`config.mk`:
```
export PLATFORM = sky130hd
export DESIGN_NAME = uart_tx_arbiter_flat
export DESIGN_NICKNAME = d
export VERILOG_FILES = /design/src/rtl/uart_tx_arbiter_if.sv /design/src/rtl/uart_tx_arbiter.sv /design/src/flat_wrapper.sv
export SDC_FILE = /design/constraint.sdc
export NUM_CORES = 1
export LEC_CHECK = 0
export BUFFER_PORTS_ARGS = -buffer_cell sky130_fd_sc_hd__buf_4
export CAP_MARGIN = 20
export CORE_ASPECT_RATIO = 0.5
export CORE_MARGIN = 5
export CORE_UTILIZATION = 35
export CTS_CLUSTER_SIZE = 24
export DETAILED_ROUTE_END_ITERATION = 6
export SETUP_SLACK_MARGIN = 0.02
export SLEW_MARGIN = 15
export SYNTH_ARGS = -nofsm -noshare
export SYNTH_HDL_FRONTEND = slang
export SYNTH_SLANG_ARGS = --single-unit
```
`constraint.sdc`:
```
create_clock -name clk -period 5.3 [get_ports clk]
set_clock_uncertainty 0.2 [all_clocks]
set_input_delay 0.795 -clock clk [delete_from_list [all_inputs] [get_ports clk]]
set_output_delay 0.795 -clock clk [all_outputs]
set_load 0.01 [all_outputs]
```
`src/rtl/uart_tx_arbiter_if.sv`:
```
// Requester and UART-transmitter signals shared by the arbiter and its environment.
// The master side drives requests and transmitter status; the slave side is the arbiter.
interface uart_tx_arbiter_if #(
  parameter int NUM_REQ = 4
);
  localparam int OWN_W = $clog2(NUM_REQ);

  logic [NUM_REQ-1:0]   req;
  logic [8*NUM_REQ-1:0] data_in;
  logic [NUM_REQ-1:0]   last;
  logic [NUM_REQ-1:0]   ack;
  logic [NUM_REQ-1:0]   grant;
  logic [OWN_W-1:0]     owner_id;
  logic                 tx_start;
  logic [7:0]           tx_byte;
  logic                 tx_busy;
  logic                 tx_done;
  logic                 timeout_err;

  modport master (
    output req, data_in, last, tx_busy, tx_done,
    input  ack, grant, owner_id, tx_start, tx_byte, timeout_err
  );

  modport slave (
    input  req, data_in, last, tx_busy, tx_done,
    output ack, grant, owner_id, tx_start, tx_byte, timeout_err
  );
endinterface

```
`src/rtl/uart_tx_arbiter.sv`:
```
// Round-robin arbiter sharing one UART transmitter; grant 1 cycle after req, tx_start/ack 1 later.
// Holds in LOAD while tx_busy is high; bursts up to MAX_BURST bytes, then an idle gap.
module uart_tx_arbiter #(
  parameter int NUM_REQ   = 4,
  parameter int BR        = 9600,
  parameter int CLK_RATE  = 50_000_000,
  parameter int GAP_BITS  = 2,
  parameter int MAX_BURST = 4
) (
  input logic              clk,
  input logic              reset,
  uart_tx_arbiter_if.slave bus
);
  localparam int OWN_W   = $clog2(NUM_REQ);
  localparam int BIT_CYC = CLK_RATE / BR;
  localparam int TO_CYC  = 12 * BIT_CYC;
  localparam int GAP_RAW = GAP_BITS * BIT_CYC;
  localparam int GAP_CYC = (GAP_RAW == 0) ? 1 : GAP_RAW;

  typedef enum logic [1:0] {IDLE, LOAD, WAIT_DONE, GAP} state_t;

  state_t             state, state_nxt;
  logic [NUM_REQ-1:0] grant, grant_nxt;
  logic [NUM_REQ-1:0] ack, ack_nxt;
  logic [OWN_W-1:0]   owner, owner_nxt;
  logic [OWN_W-1:0]   rr_ptr, rr_nxt;
  logic [3:0]         burst_cnt, burst_nxt;
  logic               last_seen, last_seen_nxt;
  logic [19:0]        timer, timer_nxt;
  logic               tx_start, tx_start_nxt;
  logic [7:0]         tx_byte, tx_byte_nxt;
  logic               timeout_err, timeout_nxt;

  logic [OWN_W-1:0]   win_idx;
  logic [OWN_W:0]     cand;
  logic               found;

  // First pending requester at or after rr_ptr, wrapping around.
  always_comb begin
    win_idx = '0;
    found   = 1'b0;
    cand    = '0;
    for (int i = 0; i < NUM_REQ; i++) begin
      cand = {1'b0, rr_ptr} + (OWN_W+1)'(i);
      if (cand >= (OWN_W+1)'(NUM_REQ))
        cand = cand - (OWN_W+1)'(NUM_REQ);
      if (!found && bus.req[cand[OWN_W-1:0]]) begin
        found   = 1'b1;
        win_idx = cand[OWN_W-1:0];
      end
    end
  end

  always_comb begin
    state_nxt     = state;
    grant_nxt     = grant;
    owner_nxt     = owner;
    rr_nxt        = rr_ptr;
    burst_nxt     = burst_cnt;
    last_seen_nxt = last_seen;
    timer_nxt     = timer;
    ack_nxt       = '0;
    tx_start_nxt  = 1'b0;
    tx_byte_nxt   = tx_byte;
    timeout_nxt   = 1'b0;

    case (state)
      IDLE: begin
        if (|bus.req) begin
          grant_nxt          = '0;
          grant_nxt[win_idx] = 1'b1;
          owner_nxt          = win_idx;
          burst_nxt          = '0;
          state_nxt          = LOAD;
        end
      end

      LOAD: begin
        if (!bus.req[owner]) begin
          grant_nxt = '0;
          state_nxt = IDLE;
        end else if (!bus.tx_busy) begin
          tx_start_nxt   = 1'b1;
          tx_byte_nxt    = bus.data_in[{owner, 3'b000} +: 8];
          ack_nxt[owner] = 1'b1;
          last_seen_nxt  = bus.last[owner];
          burst_nxt      = burst_cnt + 4'd1;
          timer_nxt      = '0;
          state_nxt      = WAIT_DONE;
        end
      end

      WAIT_DONE: begin
        // tx_done takes precedence over a timeout landing on the same cycle.
        if (bus.tx_done) begin
          if (bus.req[owner] && !last_seen && (burst_cnt < 4'(MAX_BURST))) begin
            state_nxt = LOAD;
          end else begin
            grant_nxt = '0;
            rr_nxt    = (owner == OWN_W'(NUM_REQ-1)) ? '0 : owner + OWN_W'(1);
            timer_nxt = '0;
            state_nxt = GAP;
          end
        end else if (timer == 20'(TO_CYC-1)) begin
          timeout_nxt = 1'b1;
          grant_nxt   = '0;
          rr_nxt      = (owner == OWN_W'(NUM_REQ-1)) ? '0 : owner + OWN_W'(1);
          timer_nxt   = '0;
          state_nxt   = GAP;
        end else begin
          timer_nxt = timer + 20'd1;
        end
      end

      GAP: begin
        if (timer == 20'(GAP_CYC-1))
          state_nxt = IDLE;
        else
          timer_nxt = timer + 20'd1;
      end

      default: state_nxt = IDLE;
    endcase
  end

  always_ff @(posedge clk or posedge reset) begin
    if (reset) begin
      state       <= IDLE;
      grant       <= '0;
      owner       <= '0;
      rr_ptr      <= '0;
      burst_cnt   <= '0;
      last_seen   <= 1'b0;
      timer       <= '0;
      ack         <= '0;
      tx_start    <= 1'b0;
      tx_byte     <= '0;
      timeout_err <= 1'b0;
    end else begin
      state       <= state_nxt;
      grant       <= grant_nxt;
      owner       <= owner_nxt;
      rr_ptr      <= rr_nxt;
      burst_cnt   <= burst_nxt;
      last_seen   <= last_seen_nxt;
      timer       <= timer_nxt;
      ack         <= ack_nxt;
      tx_start    <= tx_start_nxt;
      tx_byte     <= tx_byte_nxt;
      timeout_err <= timeout_nxt;
    end
  end

  assign bus.grant       = grant;
  assign bus.ack         = ack;
  assign bus.owner_id    = owner;
  assign bus.tx_start    = tx_start;
  assign bus.tx_byte     = tx_byte;
  assign bus.timeout_err = timeout_err;
endmodule

```
`src/flat_wrapper.sv`:
```
// flat-port wrapper written by rule: the top's interface ports become plain ports
module uart_tx_arbiter_flat 
#(
  parameter int NUM_REQ   = 4,
  parameter int BR        = 9600,
  parameter int CLK_RATE  = 50_000_000,
  parameter int GAP_BITS  = 2,
  parameter int MAX_BURST = 4
)
  (clk, reset, bus_req, bus_data_in, bus_last, bus_tx_busy, bus_tx_done, bus_ack, bus_grant, bus_owner_id, bus_tx_start, bus_tx_byte, bus_timeout_err);
  uart_tx_arbiter_if #(.NUM_REQ(NUM_REQ)) bus_i ();
  input logic clk;
  input logic reset;
  input wire logic [$bits(bus_i.req)-1:0] bus_req;
  input wire logic [$bits(bus_i.data_in)-1:0] bus_data_in;
  input wire logic [$bits(bus_i.last)-1:0] bus_last;
  input wire logic [$bits(bus_i.tx_busy)-1:0] bus_tx_busy;
  input wire logic [$bits(bus_i.tx_done)-1:0] bus_tx_done;
  output wire logic [$bits(bus_i.ack)-1:0] bus_ack;
  output wire logic [$bits(bus_i.grant)-1:0] bus_grant;
  output wire logic [$bits(bus_i.owner_id)-1:0] bus_owner_id;
  output wire logic [$bits(bus_i.tx_start)-1:0] bus_tx_start;
  output wire logic [$bits(bus_i.tx_byte)-1:0] bus_tx_byte;
  output wire logic [$bits(bus_i.timeout_err)-1:0] bus_timeout_err;
  assign bus_i.req = bus_req;
  assign bus_i.data_in = bus_data_in;
  assign bus_i.last = bus_last;
  assign bus_i.tx_busy = bus_tx_busy;
  assign bus_i.tx_done = bus_tx_done;
  assign bus_ack = bus_i.ack;
  assign bus_grant = bus_i.grant;
  assign bus_owner_id = bus_i.owner_id;
  assign bus_tx_start = bus_i.tx_start;
  assign bus_tx_byte = bus_i.tx_byte;
  assign bus_timeout_err = bus_i.timeout_err;
  uart_tx_arbiter #(.NUM_REQ(NUM_REQ), .BR(BR), .CLK_RATE(CLK_RATE), .GAP_BITS(GAP_BITS), .MAX_BURST(MAX_BURST)) u_core (.clk(clk), .reset(reset), .bus(bus_i));
endmodule
```
# Word level (Yosys, flattened, before mapping)
# Index checks and enable logic that the tools add are counted.
# Widths: inputs -> output; s select.
# totals
ff_bits	49
in_bits	44
# classes
shifts	1
add_sub_neg	10
order_cmp	13
n_eq_ne	16
n_reduce_logical	24
bitwise	1
mux	65
# ops
cell	n
$mux 20	6
$pmux 20 s3	1
$mux 4	11
$mux 2	19
$shiftx 32x6->8	1
$add 20x1->20 const B	1
$eq 20x14->1 const B	1
$eq 20x16->1 const B	1
$lt 2x3->1 const B	6
$mux 1	17
$bmux 1 s2	6
$pmux 4 s3	1
$reduce_and 5->1	2
$ge 3x3->1 const B	3
$ne 2x2->1 const B	4
$pmux 2 s4	1
$pmux 4 s2	1
$reduce_and 4->1	2
$sub 2x1->2 const B	4
$logic_and 1x1->1	7
$add 2x2->3 const B	2
$eq 2x2->1 const B	3
$ne 2x1->1 const B	3
$ne 3x3->1 const B	2
other kinds (17)	25

# Longest topological paths before layout
# Gate-level depths: netlist of run 1.
# depth
word_depth	20
depth_mapped	10
mapped_depth_nobuf	7

# Least setup slack after synthesis of run 1
# Ideal clock, no wire load.
# synth_path
kind	input to register
startpoint	input port bus_req[3]
endpoint	register u_core.grant[0], in the netlist u_core.bus.grant[0]
setup_time_ns	0.128
t_arrival_ns	2.046
path_stages	5
slack_ns	2.927
cell_sequence	mux4_2 > a21oi_1 > and3_1 > clkbuf_1 > mux2_1
# synth_between
elab_chain_cells	18
# synth_rtl
item	line	text
from (decl)	flat_wrapper.sv:14	input wire logic [$bits(bus_i.req)-1:0] bus_req;
$bmux 1 s2	uart_tx_arbiter.sv:47	if (!found && bus.req[cand[OWN_W-1:0]]) begin
$mux 1 (implied by the code)	uart_tx_arbiter.sv:47	
$mux 1	uart_tx_arbiter.sv:47	
$logic_not 1->1	uart_tx_arbiter.sv:47	
$logic_and 1x1->1	uart_tx_arbiter.sv:47	
$mux 1	uart_tx_arbiter.sv:47	
$logic_not 1->1	uart_tx_arbiter.sv:47	
$logic_and 1x1->1	uart_tx_arbiter.sv:47	
[2 not listed]	n/a	
$logic_and 1x1->1	uart_tx_arbiter.sv:47	
$mux 2	uart_tx_arbiter.sv:47	
$lt 2x3->1 (implied by the code) or $ge 2x1->1 (tied branches)	uart_tx_arbiter.sv:71	grant_nxt[win_idx] = 1'b1;
$logic_and 1x1->1 (implied by the code)	uart_tx_arbiter.sv:71	
$mux 1 (implied by the code)	uart_tx_arbiter.sv:71	
$demux 1 s2	n/a	
$mux 4	uart_tx_arbiter.sv:69	if (|bus.req) begin
$pmux 4 s3	uart_tx_arbiter.sv:67	case (state)
to (signal assigned)	uart_tx_arbiter.sv:141	grant <= grant_nxt;
to (decl)	uart_tx_arbiter.sv:23	logic [NUM_REQ-1:0] grant, grant_nxt;
# Parallel ways exist; a longest one is shown, timed or not. The select of a mux whose other input is x is not followed.
# A chain may end at the register's enable or synchronous reset.

# Worst setup path after layout of run 1
# layout_path
startpoint	register u_core.owner[1], in the netlist u_core.bus.owner_id[1]
endpoint	register u_core.timer[9]
# layout_between
elab_chain_cells	6
# layout_rtl
item	line	text
from (decl)	uart_tx_arbiter.sv:25	logic [OWN_W-1:0] owner, owner_nxt;
from (signal assigned)	uart_tx_arbiter.sv:142	owner <= owner_nxt;
$bmux 1 s2 *	uart_tx_arbiter.sv:79, uart_tx_arbiter.sv:96	
$mux 1 (implied by the code) *	uart_tx_arbiter.sv:79, uart_tx_arbiter.sv:96	
$logic_and 1x1->1 (2 in series)	uart_tx_arbiter.sv:96	if (bus.req[owner] && !last_seen && (burst_cnt < 4'(MAX_BURST))) begin
$ne 3x3->1 (no source line)	n/a	
$reduce_and 5->1 (no source line) *	n/a	
to (signal assigned)	uart_tx_arbiter.sv:146	timer <= timer_nxt;
to (decl)	uart_tx_arbiter.sv:29	logic [19:0] timer, timer_nxt;
# Mark *: on every way between the ends. The rest lies on a longest branch, timed or not. The select of a mux whose other input is x is not followed.

==> results of run 1 <==
[sequential cells by signal, summed over array words and instances (netlist names)]
| signal | flops |
|---|---|
| u_core.bus.tx_start | 1 |
| u_core.bus.tx_byte | 8 |
| u_core.rr_ptr | 2 |
| u_core.timer | 20 |
| u_core.bus.owner_id | 2 |
| u_core.last_seen | 1 |
| u_core.burst_cnt | 4 |
| u_core.bus.grant | 4 |
| u_core.state | 2 |
| u_core.bus.timeout_err | 1 |
| u_core.bus.ack | 4 |
[logic make-up (layout without fill, tap and decap cells)]
group / after synthesis / in the layout / share of synthesized area (%)
and+or+nand+nor: 101 / 101 / 19.36
xor gates and xnor gates: 2 / 2 / 0.5856
buffers and inverters: 26 / 83 / 4.266
DFF: 49 / 49 / 40.99
adders and majority gates: 11 / 11 / 4.601
muxes: 33 / 33 / 16.31
AOI/OAI and AO/OA: 59 / 59 / 13.89
[per-stage QoR]
| stage | worst slack, ps | util, % |
|---|---|---|
| after floorplan | 2927 | - |
| after global placement | 2095 | 43.14 |
| after detailed placement | 1997 | 43.14 |
| after CTS | 2138 | 44.89 |
| after global routing | 2156 | 45.09 |
| final | 2435 | 45.09 |
[worst min path at each step]
| stage | to | slack (ps) | cells past startpoint |
|---|---|---|---|
| floorplan | u_core.last_seen$_DFFE_PP0P_ | 260 | 1 |
| global placement | u_core.bus.tx_byte[1]$_DFFE_PP0P_ | 270 | 1 |
| detailed placement | u_core.bus.tx_byte[4]$_DFFE_PP0P_ | 280 | 1 |
| CTS | u_core.bus.tx_byte[3]$_DFFE_PP0P_ | 290 | 1 |
| global route | u_core.bus.tx_byte[3]$_DFFE_PP0P_ | 300 | 1 |
| finish | u_core.bus.tx_byte[6]$_DFFE_PP0P_ | 290 | 1 |
[power by group through the flow]
stage	logic [W]	clock network, W	registers (W)
4_1_cts	0.000680	0.000324	0.000565
3_3_place_gp	0.000657	0	0.000566
3_5_place_dp	0.000679	0	0.000569
6_report	0.000695	0.000317	0.000562
5_1_grt	0.000770	0.000340	0.000581
2_1_floorplan	0.000516	0	0.000540
[area by class of cell]
class / instances / area share [%]
Sequential cell: 49 / 33.28
Tap cell: 112 / 3.803
Multi-Input combinational cell: 206 / 44.45
Timing Repair Buffer: 65 / 13.45
Clock buffer: 7 / 3.871
Inverter: 11 / 1.155
[routing by layer]
| layer | track usage, % | up-vias |
|---|---|---|
| li1 | - | 1176 |
| met5 | 0 | - |
| met1 | 15.97 | 1191 |
| met2 | 26.17 | 76 |
| met3 | 3.386 | 4 |
| met4 | 2.041 | 0 |
[critical path, stage by stage, from the launching register on]
cell and delay (ps):
sky130_fd_sc_hd__dfrtp_1 830, sky130_fd_sc_hd__mux2i_2 390, sky130_fd_sc_hd__a22o_1 230, sky130_fd_sc_hd__o21ai_2 180
sky130_fd_sc_hd__buf_8 210, sky130_fd_sc_hd__nor2_1 570, sky130_fd_sc_hd__a21oi_1 100
[Yosys cell counts, types with 2 or more instances]
library cell                 n
sky130_fd_sc_hd__dfrtp_1    49
sky130_fd_sc_hd__a21oi_1    19
sky130_fd_sc_hd__mux2_1     17
sky130_fd_sc_hd__nor2_1     17
sky130_fd_sc_hd__nand3_1    13
sky130_fd_sc_hd__nand2_1    12
sky130_fd_sc_hd__ha_1       11
sky130_fd_sc_hd__inv_1      11
sky130_fd_sc_hd__mux4_2     10
sky130_fd_sc_hd__o31ai_1     9
sky130_fd_sc_hd__or4_1       9
sky130_fd_sc_hd__and3_1      8
sky130_fd_sc_hd__buf_2       6
sky130_fd_sc_hd__nand4_1     6
sky130_fd_sc_hd__clkbuf_1    5
sky130_fd_sc_hd__o21ai_0     5
sky130_fd_sc_hd__a22o_1      4
sky130_fd_sc_hd__and2_1      4
sky130_fd_sc_hd__nand2b_1    4
sky130_fd_sc_hd__nor3_1      4
sky130_fd_sc_hd__nor4_1      4
sky130_fd_sc_hd__a211o_1     3
sky130_fd_sc_hd__and4_1      3
sky130_fd_sc_hd__buf_6       3
sky130_fd_sc_hd__mux2_2      3
sky130_fd_sc_hd__nor2b_1     3
sky130_fd_sc_hd__o21ai_1     3
sky130_fd_sc_hd__a211oi_1    2
sky130_fd_sc_hd__a21o_1      2
sky130_fd_sc_hd__and3b_1     2
sky130_fd_sc_hd__mux2i_2     2
sky130_fd_sc_hd__nor3b_1     2
sky130_fd_sc_hd__nor4b_1     2
sky130_fd_sc_hd__o2111ai_1   2
sky130_fd_sc_hd__o2bb2ai_1   2
sky130_fd_sc_hd__or2_1       2
sky130_fd_sc_hd__or3_1       2
[placed cells by master (no fill, tap or decap), drive strengths merged, types with 7 or more instances in the layout]
cell and n:
dfrtp 49, nand2 12, o31ai 9, mux2 20, nor2 18, or4 9
inv 10, a21oi 20, nand3 13, and3 8, mux4 10, o21ai 9
clkbuf 7, ha 11, buf 65
==> metrics.md, run 1 <==
| Metric | Value |
|---|---|
| Run status | `completed` |
| Slew at the pin closest to its max-slew limit | `871.1 ps` |
| Total Power | `0.001574 W` |
| Worst path arrival time | `2800 ps` |
| Share of the yosys chip area belonging to registers | `40.99%` |
| Pins over their slew limit | `0` |
| Share of flip-flops with an asynchronous set or reset | `100.0%` |
| Fill count | `770` |
| # rows | `23` |
| Crit Path Class | `register to register` |
| Startpoint of the most critical setup path | `u_core.bus.owner_id[1]$_DFFE_PP0P_` |
| Count of antenna-violating nets left after detailed routing | `0` |
| Drt pass-1 iters | `4` |
| Area of combinational cells with multiple inputs | `1638 um2` |
| Total DRC errors in the routed layout | `0` |
| Chip Width | `140.7 um` |
| Number of buffers created by CTS | `5` |
| Detail Placement HPWL | `5161 um` |
| End of the worst register-to-register path | `u_core.timer[9]$_DFFE_PP0P_` |
| Distinct cells, synth | `53` |
| Largest fanout on the critical path | `22` |
| Wire length on met1 | `2888 um` |
| Uppermost layer routed | `met4` |
| Diode count | `0` |
| Routed wire length per instance | `15.37 um` |
| Number of cells upsized or downsized after cts | `0` |
| Fraction of layout instances using a drive strength above 1 | `27.22%` |
| Amount of wire on met2 after detailed routing | `3610 um` |
| Pint | `0.0009845 W` |
| Required arrival time at the worst endpoint | `5230 ps` |
| Number of flops mapped to enable cells by yosys | `0` |
| Insertion delay of the later-clocked pin in the worst-skew pair | `280 ps` |
| Initial standard-cell utilization of the core | `36.60%` |
| Post-synthesis register bit count | `49` |
| CP endpoint kind | `register` |
| Hold-fix buffers at CTS | `0` |
| Average cell area after synthesis | `10.65 um2` |
| Number of top-level pins | `64` |
| Clock-pin slew of the registers on the worst-case setup and hold paths | `60 ps` |
| Class of the most critical hold timing path | `register to register` |
| Final setup fails | `0` |
| Inst Count DP | `442` |
| Area enclosed by the die boundary | `10,610 um2` |
| Share of the synthesized area in the top cell type | `40.99%` |
| Detailed-route via count | `2,447` |
| Switching component of the power | `0.0005893 W` |
| Source of the worst register-to-register timing path | `u_core.bus.owner_id[1]$_DFFE_PP0P_` |
| Vias per std cell | `5.438` |
| Library cell occupying the most area in the post-synthesis netlist | `sky130_fd_sc_hd__dfrtp_1` |
| Worst relative slew slack | `41.93%` |
| Post-layout min period | `2865 ps` |
| Overall global routing resource usage | `13.54%` |
| Net count after synthesis | `336` |
| Post-CTS Setup Repair Bufs | `0` |
| First-pass GRT wire length | `11,860 um` |
| Final cell count without fillers | `450` |
| Primary FF master, synth | `sky130_fd_sc_hd__dfrtp_1` |
| VDD IR-drop max | `228.6 uV` |
| Overflow left after global routing | `0` |
| Final cycle utilization of the critical path | `54.05%` |
| Startpoint of the lowest-slack hold path | `u_core.bus.tx_byte[6]$_DFFE_PP0P_` |
| Share of power burned in the clock network | `20.1%` |
| Number of cells on the worst reg-to-reg path | `6` |
| Pin count of the biggest net entering global routing | `50` |
| Startpoint type of the worst setup path | `register` |
| End point of the critical path | `u_core.timer[9]$_DFFE_PP0P_` |
| Area Overhead vs Synth | `23.17%` |
| Final std cell area, no fill | `3685 um2` |
| Std-Cell Core Area | `8173 um2` |
| Met3 wire len | `377 um` |
| Unrepaired setup endpoints after global routing | `no` |
| Final estimated routing congestion in global placement | `0.7998` |
| Fin. Hold Viols | `0` |
| Worst Hold Slack | `287.6 ps` |
| Synthesized netlist cell count | `281` |
| Total wire length after detailed routing | `6918 um` |
| Biggest area contributors in the synthesized netlist | `sky130_fd_sc_hd__dfrtp_1 (41%), sky130_fd_sc_hd__mux4_2 (7.5%), sky130_fd_sc_hd__mux2_1 (6.4%), sky130_fd_sc_hd__ha_1 (4.6%), sky130_fd_sc_hd__a21oi_1 (3.2%)` |
| Switching share of power | `37.45%` |
| Max Buffers Root-to-Sink | `2` |
| Cell area after synthesis | `2992 um2` |
| Peak Freq | `349.1 MHz` |
| Flip-flop and latch area | `1226 um2` |
| Static leakage | `1.653 nW` |
| Number of antenna violations at the first check in global routing | `0` |
| Total power divided by cell area | `427.1 nW/um2` |
| Vias in the first global route | `2,532` |
| Port-buffer cells | `63` |
| Share of power burned in registers | `35.7%` |
| Number of synthesis warnings | `0` |
| DRC violation total after the first TritonRoute iteration | `179` |
| Slack of the worst reg-to-reg path | `2440 ps` |
| CTS H-tree lvls | `2` |
| Relative contribution of combinational cells to total power | `44.2%` |
| Max-cap check violation count | `0` |
| Setup TNS | `0 ps` |
| TritonCTS Sinks | `49` |
| Post-layout nets | `393` |
| Cell area after placement | `3526 um2` |
| CTS tree | `built` |
| Die Y-Extent | `75.38 um` |
| Root Driver | `sky130_fd_sc_hd__clkbuf_16` |
No activity file was read; power rests on OpenSTA's default activity.
==> inputs of run 2 (changes only) <==
==> constraint.sdc (replaced) <==
create_clock -name clk -period 2.5 [get_ports clk]
set_clock_uncertainty 0.2 [all_clocks]
set_input_delay 0.375 -clock clk [delete_from_list [all_inputs] [get_ports clk]]
set_output_delay 0.375 -clock clk [all_outputs]
set_load 0.01 [all_outputs]
==> run 2 against run 1 <==
  * Total power up 120%
  * Die area unchanged
  * Global-route usage rose by 0.59 points
  * Clock power grew 110%
  * Utilization is 1.8 points higher
  * Worst setup slack worse by 2300 ps
  * Register-to-register slack got worse by 2300 ps
  * Non-clock buffer count grew 16
  * Sequential cell count stayed put
  * Count of clock-buffer cells in the layout is 2 lower
  * Final area rose by 3.9%
  * Critical path type unchanged
  * Largest power group unchanged
  * Highest routed layer unchanged
==> metrics.md, run 2 (synthesized netlist as in run 1, its figures left out) <==
| Metric | Value |
|---|---|
| Run status | `completed` |
| Worst setup timing slack at the placement stage | `58.80 ps (-1938 ps)` |
| CP endpoint kind | `register` |
| Die Y-Extent | `75.38 um (unchanged)` |
| Pins over their slew limit | `0 (unchanged)` |
| Largest fanout on the critical path | `30 (+36%)` |
| Routed wire length per instance | `15.55 um (+1.1%)` |
| Detailed-route via count | `2,528 (+3.3%)` |
| DRC violation total after the first TritonRoute iteration | `212 (+18%)` |
| Number of antenna violations at the first check in global routing | `0 (unchanged)` |
| End point of the most critical hold path | `u_core.bus.timeout_err$_DFF_PP0_` |
| Worst-case setup margin in the final layout | `151.7 ps (-2284 ps)` |
| Fraction of layout instances using a drive strength above 1 | `31.27% (+4.0 points)` |
| Final cell count without fillers | `467 (+3.8%)` |
| Crit Path Class | `register to register` |
| Count of antenna-violating nets left after detailed routing | `0 (unchanged)` |
| CTS H-tree lvls | `2 (unchanged)` |
| Number of cells on the worst reg-to-reg path | `8 (+2)` |
| Area Overhead vs Synth | `27.98%` |
| TritonCTS Sinks | `49 (unchanged)` |
| Unrepaired setup endpoints after global routing | `no` |
| Area enclosed by the die boundary | `10,610 um2 (unchanged)` |
| Final setup fails | `0 (unchanged)` |
| Fin. Hold Viols | `0 (unchanged)` |
| Pin count of the biggest net entering global routing | `50 (unchanged)` |
| Post-layout nets | `409 (+4.1%)` |
| Commonest non-fill, non-tap cell in the layout | `sky130_fd_sc_hd__buf_4` |
| Biggest register | `u_core.timer` |
| Chip Width | `140.7 um (unchanged)` |
| Class of the most critical hold timing path | `input pin to register` |
| CTS tree | `built` |
| Largest register FFs | `20 (unchanged)` |
| Post-layout min period | `2348 ps (-516.4 ps)` |
| Vias per std cell | `5.413 (-0.45%)` |
| Total wire length after detailed routing | `7260 um (+4.9%)` |
| Slack of the worst reg-to-reg path | `150 ps (-2280 ps)` |
| Worst relative slew slack | `50.86% (+8.9 points)` |
| Insertion delay of the later-clocked pin in the worst-skew pair | `290 ps (about the same)` |
| Number of top-level pins | `64 (unchanged)` |
| Setup TNS | `0 ps (unchanged)` |
| Registers with the most flip-flops | `u_core.timer (20), u_core.bus.tx_byte (8)` |
| Initial standard-cell utilization of the core | `36.60% (unchanged)` |
| Startpoint type of the worst setup path | `register` |
| Number of buffers created by CTS | `5 (unchanged)` |
| End of the worst register-to-register path | `u_core.timer[15]$_DFFE_PP0P_` |
| Overall global routing resource usage | `14.13% (+0.59 points)` |
| Port-buffer cells | `63 (unchanged)` |
| Hold path depth | `3 (+2)` |
| Std-Cell Core Area | `8173 um2 (unchanged)` |
| Detail Placement HPWL | `5478 um (+6.1%)` |
| Most frequent cells in the layout | `sky130_fd_sc_hd__buf_4 (78), sky130_fd_sc_hd__dfrtp_1 (49), sky130_fd_sc_hd__a21oi_1 (19)` |
| Clock-pin slew of the registers on the worst-case setup and hold paths | `70 ps (about the same)` |
| Critical path's slowest cell | `sky130_fd_sc_hd__dfrtp_1` |
| Startpoint of the lowest-slack hold path | `bus_tx_done` |
| Required arrival time at the worst endpoint | `2470 ps (-2760 ps)` |
| Vias in the first global route | `2,494 (-1.5%)` |
| Total power divided by cell area | `896.5 nW/um2 (+110%)` |
| Source of the worst register-to-register timing path | `u_core.state[1]$_DFFE_PP0P_` |
| Inst Count DP | `456 (+3.2%)` |
| Slew at the pin closest to its max-slew limit | `736.3 ps (-134.8 ps)` |
| Final estimated routing congestion in global placement | `0.9140 (+14%)` |
| Final cycle utilization of the critical path | `93.93% (+40 points)` |
| Peak Freq | `425.8 MHz (+22%)` |
| Dominant delay contributor by cell family on the critical path | `compound AO/OA/AOI/OAI gates` |
| Total DRC errors in the routed layout | `0 (unchanged)` |
| Drt pass-1 iters | `6 (+2)` |
| First-pass GRT wire length | `12,130 um (+2.3%)` |
| Max Buffers Root-to-Sink | `2 (unchanged)` |
| Root Driver | `sky130_fd_sc_hd__clkbuf_16` |
| Overflow left after global routing | `0 (unchanged)` |
| Delay of the slowest cell on the worst path | `420 ps (-410 ps)` |
| VDD IR-drop max | `432.2 uV (+89%)` |
| Static leakage | `1.739 nW (+5.2%)` |
| Worst path arrival time | `2320 ps (-480 ps)` |
| Diode count | `0 (unchanged)` |
| Cells along the critical path | `inv_1, ha_2, nor2b_1, a22o_1, o21ai_2, buf_12, or2_1, a221o_1` |
| CP bufs+invs | `2 (+1)` |
| Max-cap check violation count | `0 (unchanged)` |
| # rows | `23 (unchanged)` |
run 2: changes by cell type in the layout (fill, tap and decap cells not counted), sizes merged:
cell         previous run  this run
dlygate4sd3             0         1
clkinv                  1         2
clkinvlp                0         1
clkbuf                  7         5
inv                    10        11
buf                    65        80
run 2: how the worst max path moves through the flow:
stage / slack (ps) / endpoint / cells after the start / startpoint
6_report: 150 / u_core.timer[15]$_DFFE_PP0P_ / 8 / u_core.state[1]$_DFFE_PP0P_
5_1_grt: 30 / u_core.bus.tx_byte[5]$_DFFE_PP0P_ / 5 / u_core.state[1]$_DFFE_PP0P_
3_5_place_dp: 60 / u_core.timer[8]$_DFFE_PP0P_ / 8 / u_core.state[0]$_DFFE_PP0P_
4_1_cts: 50 / u_core.timer[6]$_DFFE_PP0P_ / 8 / u_core.state[0]$_DFFE_PP0P_
2_1_floorplan: 260 / u_core.timer[13]$_DFFE_PP0P_ / 10 / u_core.state[0]$_DFFE_PP0P_
3_3_place_gp: 180 / u_core.timer[6]$_DFFE_PP0P_ / 8 / u_core.state[0]$_DFFE_PP0P_
run 2: layer usage:
metal | vias up | GRT usage (%) | share of wire, %
met3 | 9 | 2.696 | 5.0
met5 | - | 0 | 0
met2 | 76 | 25.48 | 48
li1 | 1207 | - | -
met1 | 1236 | 17.91 | 46
met4 | 0 | 3.867 | 1.3
run 2: per-stage QoR:
step	area, um2	power (W)	utilization, %	hold WS (ps)
after detailed placement	3656	0.002762	44.73	250.1
final	3829	0.003433	46.85	213.2
after global placement	3656	0.002707	44.73	243.2
after global routing	3829	0.003672	46.85	225.5
after CTS	3809	0.003432	46.60	221.9
after floorplan	2992	0.002239	-	259.1
run 2: what timing repair did:
item | CTS | global route
setup buffers | 0 | 2
endpoints found under the setup margin | 0 | 15
hold endpoints to repair | 49 | 0
hold buffers | 1 | 0
resized for setup | 0 | 2
run 2: worst min-delay path, cell delays in order:
cell                      delay [ps]
sky130_fd_sc_hd__buf_4            90
sky130_fd_sc_hd__nor2b_1          50
sky130_fd_sc_hd__and3_1          140
run 2: cell type report:
type,instances,area [um2]
clock buffer,5,125.1
clock inverter,3,17.52
timing repair buffer,81,635.6
tap,112,140.1
fill,771,4344
inverter,11,41.29
sequential,49,1226
multi-input combinational,206,1643
run 2: report_power, final:
part           leakage (nW)  switching, W  internal [W]
Sequential            0.652      0.000133      0.000972
Combinational          1.02      0.000852      0.000809
Clock                0.0696      0.000299      0.000367
Total                  1.74       0.00128       0.00215
==> inputs of run 3 (changes only) <==
--- a/config.mk
+++ b/config.mk
@@ -12,6 +12,7 @@
 export CORE_UTILIZATION = 35
 export CTS_CLUSTER_SIZE = 24
 export DETAILED_ROUTE_END_ITERATION = 6
+export PLACE_DENSITY = 0.54
 export SETUP_SLACK_MARGIN = 0.02
 export SLEW_MARGIN = 15
 export SYNTH_ARGS = -nofsm -noshare
==> run 3 against run 2 <==
  * Cell count unchanged
  * Utilization about the same
  * First-iteration DRC count down 42%
  * Sequential share of layout area about the same
  * Count of clock-buffer cells in the layout unchanged
  * Sequential power about the same
  * Critical path depth unchanged
  * Die area unchanged
  * Critical endpoint unchanged
  * Largest cell class unchanged
==> metrics.md, run 3 (synthesized netlist as in run 1, its figures left out) <==
| Metric | Value |
|---|---|
| Routed wire length per instance | `15.86 um (+2.0%)` |
| Crit Path Class | `register to register` |
| Number of buffers created by CTS | `5 (unchanged)` |
| Run status | `completed` |
| Pin count of the biggest net entering global routing | `27 (-46%)` |
| Delay of the slowest cell on the worst path | `390 ps (-30 ps)` |
| Post-layout min period | `2346 ps (-2.537 ps)` |
| Vias per std cell | `5.349 (-1.2%)` |
| VDD IR-drop max | `494.1 uV (+14%)` |
| Peak Freq | `426.3 MHz (+0.11%)` |
| Fraction of layout instances using a drive strength above 1 | `32.11% (+0.85 points)` |
| Count of antenna-violating nets left after detailed routing | `0 (unchanged)` |
| Max-cap check violation count | `0 (unchanged)` |
| Total DRC errors in the routed layout | `0 (unchanged)` |
| Biggest register | `u_core.timer` |
| Util after Layout | `46.88% (about the same)` |
| Post-layout nets | `409 (unchanged)` |
| Inst Count DP | `456 (unchanged)` |
| Vias in the first global route | `2,557 (+2.5%)` |
| Area enclosed by the die boundary | `10,610 um2 (unchanged)` |
| Largest register FFs | `20 (unchanged)` |
| Static leakage | `1.734 nW (-0.30%)` |
| Cells along the critical path | `inv_1, ha_2, nor2b_1, a22o_1, o21ai_2, buf_4, or2_1, a221o_1` |
| DRC violation total after the first TritonRoute iteration | `122 (-42%)` |
| CTS tree | `built` |
| Pins over their slew limit | `0 (unchanged)` |
| Class of the most critical hold timing path | `input pin to register` |
| Clock-pin slew of the registers on the worst-case setup and hold paths | `60 ps (about the same)` |
| Diode count | `0 (unchanged)` |
| Slew at the pin closest to its max-slew limit | `697.2 ps (-39.05 ps)` |
| Overall global routing resource usage | `14.80% (+0.67 points)` |
| Worst path arrival time | `2320 ps (about the same)` |
| Drt pass-1 iters | `4 (-2)` |
| Startpoint type of the worst setup path | `register` |
| CTS H-tree lvls | `2 (unchanged)` |
| Setup TNS | `0 ps (unchanged)` |
| # rows | `23 (unchanged)` |
| Final cell count without fillers | `467 (unchanged)` |
| CP bufs+invs | `2 (unchanged)` |
| Number of antenna violations at the first check in global routing | `0 (unchanged)` |
| Dominant delay contributor by cell family on the critical path | `compound AO/OA/AOI/OAI gates` |
| Area Overhead vs Synth | `28.06% (about the same)` |
| Root Driver | `sky130_fd_sc_hd__clkbuf_16` |
| Die Y-Extent | `75.38 um (unchanged)` |
| Largest fanout on the critical path | `12 (-60%)` |
| Initial standard-cell utilization of the core | `36.60% (unchanged)` |
| Fin. Hold Viols | `0 (unchanged)` |
| Final cycle utilization of the critical path | `93.83% (-0.10 points)` |
| Port-buffer cells | `63 (unchanged)` |
| First-pass GRT wire length | `12,510 um (+3.1%)` |
| Critical path's slowest cell | `sky130_fd_sc_hd__dfrtp_1` |
| Detail Placement HPWL | `5681 um (+3.7%)` |
| Std-Cell Core Area | `8173 um2 (unchanged)` |
| TritonCTS Sinks | `49 (unchanged)` |
| Total power divided by cell area | `893.5 nW/um2 (-0.34%)` |
| Required arrival time at the worst endpoint | `2480 ps (about the same)` |
| Number of top-level pins | `64 (unchanged)` |
| Overflow left after global routing | `0 (unchanged)` |
| Final estimated routing congestion in global placement | `0.8203 (-10%)` |
| Max Buffers Root-to-Sink | `2 (unchanged)` |
| Final setup fails | `0 (unchanged)` |
| Insertion delay of the later-clocked pin in the worst-skew pair | `300 ps (about the same)` |
| Worst relative slew slack | `53.47% (+2.6 points)` |
| Chip Width | `140.7 um (unchanged)` |
| Unrepaired setup endpoints after global routing | `no` |
| Commonest non-fill, non-tap cell in the layout | `sky130_fd_sc_hd__buf_4` |
| Most frequent cells in the layout | `sky130_fd_sc_hd__buf_4 (79), sky130_fd_sc_hd__dfrtp_1 (48), sky130_fd_sc_hd__a21oi_1 (18)` |
| Total wire length after detailed routing | `7407 um (+2.0%)` |
| Registers with the most flip-flops | `u_core.timer (20), u_core.bus.tx_byte (8)` |
| CP endpoint kind | `register` |
| Detailed-route via count | `2,498 (-1.2%)` |
## run 3: changes by cell type in the layout (fill, tap and decap cells not counted)
| cell | previous run | this run |
|---|---|---|
| sky130_fd_sc_hd__dfrtp_1 | 49 | 48 |
| sky130_fd_sc_hd__and3_2 | 0 | 1 |
| sky130_fd_sc_hd__dfrtp_2 | 0 | 1 |
| sky130_fd_sc_hd__a21oi_1 | 19 | 18 |
| sky130_fd_sc_hd__buf_4 | 78 | 79 |
| sky130_fd_sc_hd__a21oi_2 | 1 | 2 |
| sky130_fd_sc_hd__and3_1 | 8 | 7 |
| sky130_fd_sc_hd__mux2i_4 | 0 | 1 |
| sky130_fd_sc_hd__buf_12 | 2 | 1 |
| sky130_fd_sc_hd__mux2i_2 | 2 | 1 |
## run 3: worst paths after layout
kind	startpoint	endpoint	slack (ps)	depth (start not counted)
max reg2reg	u_core.state[0]$_DFFE_PP0P_	u_core.timer[15]$_DFFE_PP0P_	150	8
min in group asynchronous	reset	u_core.timer[6]$_DFFE_PP0P_	490	3
min reg2reg	u_core.bus.tx_byte[7]$_DFFE_PP0P_	u_core.bus.tx_byte[7]$_DFFE_PP0P_	290	1
max	u_core.state[0]$_DFFE_PP0P_	u_core.timer[15]$_DFFE_PP0P_	150	8
max in group asynchronous	reset	u_core.bus.owner_id[1]$_DFFE_PP0P_	1070	4
min	bus_tx_busy	u_core.bus.tx_start$_DFF_PP0_	200	2
## run 3: through the flow
stage	setup slack (ps)	cell area, um2	hold WS [ps]	power [W]
floorplan	261.5	2992	259.1	0.002239
global placement	195.3	3643	258.7	0.002694
detailed placement	82.72	3643	275.9	0.002743
CTS	82.71	3796	208.8	0.003425
global route	4.027	3831	231.5	0.003685
finish	154.3	3831	200.7	0.003423
## run 3: what timing repair did
item / 4_1_cts / 5_1_grt
hold endpoints to repair: 23 / 0
setup buffers: 0 / 2
resized for setup: 0 / 6
endpoints found under the setup margin: 0 / 23
hold buffers: 1 / 0
## run 3: report_power, final
group	leakage (nW)	switching (W)	internal (W)
clock	0.0696	0.000308	0.000368
combinational	1.01	0.000851	0.000790
sequential	0.651	0.000133	0.000974
## run 3: area by class of cell
cell class	instances	area, um2
fillers	803	4342
multi-input cells	206	1657
flip-flops and latches	49	1227
repair buffers	81	623.1
well taps	112	140.1
clock buffers	5	125.1
inverters	11	41.29
clock inverters	3	17.52
## run 3: per-layer routing
| metal | routed length (um) | vias to the layer above | share of wire, % | GRT usage (%) |
|---|---|---|---|---|
| li1 | - | 1208 | - | - |
| met1 | 3240 | 1218 | 44 | 18.54 |
| met2 | 3630 | 64 | 49 | 25.53 |
| met3 | 444 | 8 | 6.0 | 4.201 |
| met4 | 91 | 0 | 1.2 | 4.619 |
| met5 | 0 | - | 0 | 0 |
## run 3: worst reg2reg max path, stage by stage (launching register included)
cell and delay (ps):
sky130_fd_sc_hd__dfrtp_1 390, sky130_fd_sc_hd__inv_1 100, sky130_fd_sc_hd__ha_2 250, sky130_fd_sc_hd__nor2b_1 140
sky130_fd_sc_hd__a22o_1 190, sky130_fd_sc_hd__o21ai_2 110, sky130_fd_sc_hd__buf_4 190, sky130_fd_sc_hd__or2_1 300
sky130_fd_sc_hd__a221o_1 360
